<file path="config.mk">
export PLATFORM = sky130hd
export DESIGN_NAME = meas_sequencer
export DESIGN_NICKNAME = d
export VERILOG_FILES = /design/src/rtl/meas_sequencer.sv
export SDC_FILE = /design/constraint.sdc
export NUM_CORES = 1
export LEC_CHECK = 0
export ABC_AREA = 1
export CAP_MARGIN = 20
export CORE_MARGIN = 8
export CORE_UTILIZATION = 53
export CTS_BUF_LIST = sky130_fd_sc_hd__clkbuf_16
export CTS_CLUSTER_DIAMETER = 30
export CTS_CLUSTER_SIZE = 25
export DETAILED_ROUTE_END_ITERATION = 8
export GPL_ROUTABILITY_DRIVEN = 0
export PLACE_DENSITY = 0.79
export SETUP_SLACK_MARGIN = 0.1
export SLEW_MARGIN = 20
export SYNTH_ARGS = -nofsm -noshare
export SYNTH_HDL_FRONTEND = slang
export SYNTH_SLANG_ARGS = --single-unit
</file>
<file path="constraint.sdc">
create_clock -name clk -period 5.1 [get_ports clk]
set_input_delay 1.02 -clock clk [delete_from_list [all_inputs] [get_ports clk]]
set_output_delay 1.02 -clock clk [all_outputs]
set_load 0.02 [all_outputs]
</file>
<file path="src/rtl/meas_sequencer.sv">
// meas_sequencer
//   Measurement sequencer between the bisection search engine and the analog
//   front end. A candidate i_ref code is loaded into the DAC, allowed to settle,
//   then 2^AVG_LOG2 ADC conversions are triggered and averaged into one
//   measured Q returned over a valid/ready handshake.
//
// Optional feature macro: MEAS_SEQ_SKIP_SETTLE_EN
//   When defined, a request whose code equals the code already driven on the
//   DAC (with no reset since that load) skips LOAD/SETTLE and starts converting
//   immediately.
//
// Ports
//   clk, rst_n            clock, synchronous active-low reset
//   req_valid/req_ready   request handshake, req_i_ref = candidate code
//   dac_code, dac_load    registered DAC code and one-cycle latch strobe
//   adc_start             one-cycle conversion start strobe
//   adc_done, adc_data    conversion complete and its result
//   meas_valid/meas_ready result handshake, meas_q = averaged Q
//   meas_err              result produced by a conversion timeout
//   busy                  high in every state except IDLE
module meas_sequencer #(
  parameter int WIDTH         = 10,
  parameter int SETTLE_CYCLES = 16,
  parameter int AVG_LOG2      = 2,
  parameter int TIMEOUT       = 255
) (
  input  logic             clk,
  input  logic             rst_n,
  input  logic             req_valid,
  output logic             req_ready,
  input  logic [WIDTH-1:0] req_i_ref,
  output logic [WIDTH-1:0] dac_code,
  output logic             dac_load,
  output logic             adc_start,
  input  logic             adc_done,
  input  logic [WIDTH-1:0] adc_data,
  output logic             meas_valid,
  input  logic             meas_ready,
  output logic [WIDTH-1:0] meas_q,
  output logic             meas_err,
  output logic             busy
);

  localparam int ACCW  = WIDTH + AVG_LOG2;
  localparam int SCW   = AVG_LOG2 + 1;
  localparam int NSAMP = 1 << AVG_LOG2;
  localparam int STW   = $clog2(SETTLE_CYCLES + 2);
  localparam int TOW   = $clog2(TIMEOUT + 2);

  typedef enum logic [2:0] {
    S_IDLE, S_LOAD, S_SETTLE, S_START, S_WAIT, S_OUT
  } state_t;

  state_t          state;
  logic [ACCW-1:0] acc;
  logic [ACCW-1:0] acc_sum;
  logic [ACCW-1:0] acc_avg;
  logic [SCW-1:0]  sample_cnt;
  logic [STW-1:0]  settle_cnt;
  logic [TOW-1:0]  tcnt;
  logic [TOW-1:0]  tcnt_nxt;
  logic            timeout_hit;
  logic            last_sample;
`ifdef MEAS_SEQ_SKIP_SETTLE_EN
  logic            code_valid;
`endif

  always_comb begin
    acc_sum     = acc + ACCW'(adc_data);
    acc_avg     = acc_sum >> AVG_LOG2;
    tcnt_nxt    = tcnt + TOW'(1);
    // Counter stops at TIMEOUT, which TOW is sized to hold, so it never wraps.
    timeout_hit = (tcnt_nxt >= TOW'(TIMEOUT));
    last_sample = (sample_cnt == SCW'(NSAMP - 1));
  end

  always_ff @(posedge clk) begin
    if (!rst_n) begin
      state      <= S_IDLE;
      acc        <= '0;
      sample_cnt <= '0;
      settle_cnt <= '0;
      tcnt       <= '0;
      dac_code   <= '0;
      dac_load   <= 1'b0;
      adc_start  <= 1'b0;
      req_ready  <= 1'b0;
      meas_valid <= 1'b0;
      meas_q     <= '0;
      meas_err   <= 1'b0;
      busy       <= 1'b0;
`ifdef MEAS_SEQ_SKIP_SETTLE_EN
      code_valid <= 1'b0;
`endif
    end else begin
      dac_load  <= 1'b0;
      adc_start <= 1'b0;
      case (state)
        S_IDLE: begin
          req_ready <= 1'b1;
          busy      <= 1'b0;
          if (req_valid && req_ready) begin
            dac_code   <= req_i_ref;
            acc        <= '0;
            sample_cnt <= '0;
            meas_err   <= 1'b0;
            req_ready  <= 1'b0;
            busy       <= 1'b1;
`ifdef MEAS_SEQ_SKIP_SETTLE_EN
            // DAC already holds this code and has settled: convert right away.
            if (code_valid && (req_i_ref == dac_code)) begin
              state     <= S_START;
              adc_start <= 1'b1;
            end else begin
              state    <= S_LOAD;
              dac_load <= 1'b1;
            end
            code_valid <= 1'b1;
`else
            state    <= S_LOAD;
            dac_load <= 1'b1;
`endif
          end
        end
        S_LOAD: begin
          if (SETTLE_CYCLES == 0) begin
            state     <= S_START;
            adc_start <= 1'b1;
          end else begin
            state      <= S_SETTLE;
            settle_cnt <= STW'(SETTLE_CYCLES);
          end
        end
        S_SETTLE: begin
          if (settle_cnt <= STW'(1)) begin
            state     <= S_START;
            adc_start <= 1'b1;
          end else begin
            settle_cnt <= settle_cnt - STW'(1);
          end
        end
        S_START: begin
          state <= S_WAIT;
          tcnt  <= '0;
        end
        S_WAIT: begin
          if (adc_done) begin
            acc        <= acc_sum;
            sample_cnt <= sample_cnt + SCW'(1);
            if (last_sample) begin
              state      <= S_OUT;
              meas_valid <= 1'b1;
              meas_q     <= acc_avg[WIDTH-1:0];
            end else begin
              state     <= S_START;
              adc_start <= 1'b1;
            end
          end else if (timeout_hit) begin
            tcnt       <= tcnt_nxt;
            state      <= S_OUT;
            meas_valid <= 1'b1;
            meas_q     <= '1;
            meas_err   <= 1'b1;
          end else begin
            tcnt <= tcnt_nxt;
          end
        end
        S_OUT: begin
          if (meas_ready) begin
            state      <= S_IDLE;
            meas_valid <= 1'b0;
            req_ready  <= 1'b1;
            busy       <= 1'b0;
          end
        end
        default: state <= S_IDLE;
      endcase
    end
  end

endmodule
</file>
* Yosys cells after proc, flatten, opt, wreduce, memory -nomap -nowiden
Cells that the tools add are included.
** Word-level totals
- Flip-flop bits (word level) :: 58
- Output and inout bits :: 26
- Word-level logic and storage cells :: 90
** Operators by class
- Add/subtract/negate cells :: 4
- $lt $le $gt $ge :: 2
- Equality and inequality tests :: 16
- Muxes and demuxes :: 37
- Reductions and logical operators :: 18
** Operator list (count)
- $mux W10 :: 3
- $mux W12 :: 2
- $mux W3 :: 8
- $pmux W12 S2 :: 1
- $pmux W3 S6 :: 1
- $pmux W9 S2 :: 1
- $ne A2 B2 Y1 const B :: 7
- $add A12 B10 Y12 :: 1
- $mux W1 :: 12
- $reduce_and A4 Y1 :: 3
- $reduce_bool A2 Y1 :: 6
- $pmux W1 S2 :: 5
- $pmux W5 S2 :: 1
- $reduce_and A2 Y1 :: 5
- $add A9 B1 Y9 const B :: 1
- $eq A3 B2 Y1 const B :: 3
- $ge A9 B8 Y1 const B :: 1
- $mux W9 :: 1
- $eq A3 B3 Y1 const B :: 2
- $ne A3 B3 Y1 const B :: 2
- $pmux W3 S2 :: 1
- $reduce_and A3 Y1 :: 2
- $le A5 B1 Y1 const B :: 1
- $mux W5 :: 1
- 6 further kinds :: 6

* Logic depth before layout (Yosys ltp)
- Depth in word-level cells :: 5
- Mapped depth :: 11
- Mapped depth without buffers :: 11

* Least setup slack after synthesis
No wires, ideal clock.
- Path kind :: input to register
- From :: in adc_data[0]
- To :: reg meas_q[6]
- Library setup time :: 0.135 ns
- Arrival time :: 2.298 ns
- Required time :: 4.965 ns
- Setup slack :: 2.668 ns
- Stages :: 9
- Buffers on the path :: 0
- Cell sequence :: ha_1 > fa_1 > nand2_1 > nand3_1 > nand2_1 > nand2_1 > xor2_1 > nor2_1 > nor3_2
** On the way
- Longest elaborated chain between the ends :: 3
** RTL lines
- from (decl) :: line 36 : input logic [WIDTH-1:0] adc_data,
- $add A12 B10 Y12 :: line 69 : acc_sum = acc + ACCW'(adc_data);
- $mux W10 :: line 150 : if (last_sample) begin
- $mux W10 :: line 147 : if (adc_done) begin
- to (signal assigned) :: line 153 : meas_q <= acc_avg[WIDTH-1:0];
- to (decl) :: line 39 : output logic [WIDTH-1:0] meas_q,
Every way passes these cells. The select of a mux whose other input is x is not followed.
A chain may end at the register's enable or synchronous reset.

* Final worst setup path
Same ends and word-level chain as after synthesis.

==> impl_metrics.csv <==
group,metric,value,unit
sta,rsz0062_at_grt,"false",
cells_and_area,final_common_cell,"nand2_1",
power_and_ir_drop,total_power,1.90,mW
clocking,cts-resized-gates,0,
run,cap_viol_max_count,0,
critical_path,crit_required,5.35,ns
synthesis,ys_warn_count,0,
sta,period_share,0.539,
global_routing,antenna_found_initial,0,
sta,fmax,0.363,GHz
synthesis,synth_area_leaders,"dfxtp_1, nand2_1, a21oi_1",
critical_path,ff2ff_path_depth,9,
critical_path,cp-start-kind,"input pin",
floorplanning,die_h,92.3,um
clocking,clk_latency,0.32,ns
cells_and_area,synthToLayoutAreaGrowth,28.2,%
route,dr_wl_met3,310,um
sta,max_slew_margin,0.408,
critical_path,ff2ff_setup_slack,3.17,ns
synthesis,syn_avg_cell_area,7.41,um2
floorplanning,dieArea,0.00852,mm2
global_routing,overflow,0,
placement,port_buffers,50,
route,drt-met1-wl,3.37,mm
global_routing,grt_pass1_wl,13.4,mm
critical_path,critPathArrivalTime,3.00,ns
critical_path,worst_setup_path_end_kind,"flip-flop",
route,dr_total_vias,2882,
clocking,htreeDepth,3,
cells_and_area,final_cell_mix,"nand2_1, dfxtp_1, nor2_1, a21oi_1, clkdlybuf4s50_1",
cells_and_area,drive_gt1_frac,0.105,
route,remaining_drc_errors,0,
route,routed.top_layer,"met4",
cells_and_area,final_nets,511,
sta,slew_viol_final,0,
route,wl,7.82,mm
global_routing,grt_max_degree,27,
critical_path,path_cells,"clkdlybuf4s50_1 > ha_1 > fa_1 > nand2_1 > nand3_1 > nand2_1 > nand2_1 > xor2_1 > nor2_1 > nor3_2",
route,detail_route.iter0.violations,161,
sta,setup_violations,0,
power_and_ir_drop,ir_worst_vdd,0.347,mV
route,vias_per_cell,5.28,
synthesis,syn_area,0.00308,mm2
synthesis,syn_inst,416,
critical_path,path_max_fanout,4,
route,ant_nets,0,
placement,dp_hpwl,5.58,mm
power_and_ir_drop,p_leak,1.65,nW
critical_path,crit_cells,10,
floorplanning,rows,27,
sta,tns,0,ns
critical_path,slowest_stage,"fa_1",
synthesis,syn_nets,458,
power_and_ir_drop,powerDensity,481,mW/mm2
global_routing,grt_pass1_vias,2894,
floorplanning,ioPinCount,51,
critical_path,cp_common_cell,"nand2_1",
sta,finalClockSkew,0.00394,ns
synthesis,yosysTopAreaCell,"dfxtp_1",
clocking,cts_buffers,9,
sta,worstMarginPinSlew,0.887,ns
clocking,path_clk_slew,0.05,ns
min_path,holdPathStages,2,
clocking,clockRootBuffer,"clkbuf_16",
floorplanning,start_util,0.553,
cells_and_area,diodes,0,
route,post_drt_wl_per_cell,14.3,um
clocking,cts_tree,"done",
clocking,cts.sink_count,58,
global_routing,track_usage,0.191,
clocking,post-cts-setup-buffer-count,0,
min_path,hold_path.class,"flip-flop to flip-flop",
route,dr.pass1.iters,4,
sta,finalHoldViolCount,0,
critical_path,path_class,"input pin to flip-flop",
floorplanning,core-area,0.00557,mm2
outcome,status,"complete, no violations",
synthesis,yosysTopAreaCellShare,0.376,
synthesis,ys_types,43,
critical_path,slowest_delay,0.44,ns
synthesis,yosys_register_bits,58,
floorplanning,die_w,92.3,um
clocking,holdBufCountCts,0,
placement,dp_cells,530,
critical_path,crit_buf_inv,1,
sta,period_needed,2.75,ns
cells_and_area,final_cells,546,
synthesis,yosysSeqAreaShare,0.376,
critical_path,crit_family,"adder cells",
route,routed-wl-met2,4.07,mm
clocking,clockBufferDepth,2,
[registers in the layout (all words and copies together) (netlist names)]
register	count
busy	1
dac_load	1
tcnt	9
settle_cnt	5
meas_q	10
adc_start	1
dac_code	10
state	3
meas_err	1
req_ready	1
acc	12
meas_valid	1
sample_cnt	3
[worst register-to-register path: stages, from the launching register on]
cell and delay, ns:
dfxtp_1 0.31, ha_1 0.23, fa_1 0.44, nand2_1 0.09, nand3_1 0.12, nand2_1 0.13
nand2_1 0.07, xor2_1 0.21, nor2_1 0.10, nor3_2 0.16
[power breakdown]
part / internal [mW] / leakage (nW) / total, mW / switching (mW)
Clock: 0.422 / 0.156 / 0.624 / 0.203
Sequential: 0.539 / 0.471 / 0.599 / 0.0596
Combinational: 0.256 / 1.02 / 0.680 / 0.424
[final cells by class]
| type | instances | area, um2 |
|---|---|---|
| Clock buffer | 9 | 225 |
| Fill cell | 460 | 1620 |
| Sequential cell | 58 | 1160 |
| Timing Repair Buffer | 52 | 515 |
| Multi-Input combinational cell | 304 | 1710 |
| Clock inverter | 7 | 83.8 |
| Inverter | 44 | 166 |
| Tap cell | 72 | 90.1 |
[per-stage QoR]
step / utilization / cell area [um2] / hold slack [ns] / setup WS [ns]
after floorplan: - / 3080 / 0.443 / 2.67
after global placement: 0.654 / 3640 / 0.442 / 2.16
after detailed placement: 0.654 / 3640 / 0.446 / 2.13
after CTS: 0.709 / 3950 / 0.454 / 2.41
after global routing: 0.709 / 3950 / 0.471 / 2.21
final: 0.709 / 3950 / 0.449 / 2.35
[cell usage after synthesis]
cell type and count:
o211a_1 1, o211ai_2 1, dfxtp_1 58, clkinv_1 1, nor2_2 4, ha_1 16, o21ai_1 2, nand3_2 3
buf_4 2, nand4_1 2, clkinv_2 1, or2_1 1, nand2_2 3, a21oi_2 2, buf_2 1, inv_1 39
a211oi_1 3, o21ai_0 24, a21o_1 1, nor2_1 54, nand3_1 23, fa_1 1, a41oi_1 1, a31oi_1 2
inv_2 3, or2_2 1, nand2_1 72, xnor2_1 2, clkbuf_1 6, xor2_1 9, a21oi_1 51, a21oi_4 1
nand3b_1 1, nand3_4 1, nor2_4 4, o21bai_1 2, nor3_1 5, nand2_4 1, nor3_2 7, buf_1 1
o31ai_1 1, o21ai_2 1, and3_1 1
[per-layer routing]
layer | global-route usage | vias up
met4 | 0.0591 | 0
li1 | - | 1485
met1 | 0.219 | 1324
met5 | 0 | -
met2 | 0.334 | 63
met3 | 0.0530 | 10
[kinds of logic (layout without fill, tap and decap cells)]
family	count (synthesis)	after routing	share of synthesized area
AO/OA/AOI/OAI	93	93	0.170
XOR/XNOR	11	11	0.0312
AND/OR/NAND/NOR	183	183	0.282
buffers and inverters	54	112	0.0690
flip-flops	58	58	0.376
adder cells (fa/ha/maj)	17	17	0.0714
[final timing paths]
check               from   endpoint
max          adc_data[0]  meas_q[6]
min            meas_q[1]  meas_q[1]
max reg2reg       acc[0]  meas_q[6]
min reg2reg    meas_q[1]  meas_q[1]
Power figures use the tool's default switching activity.
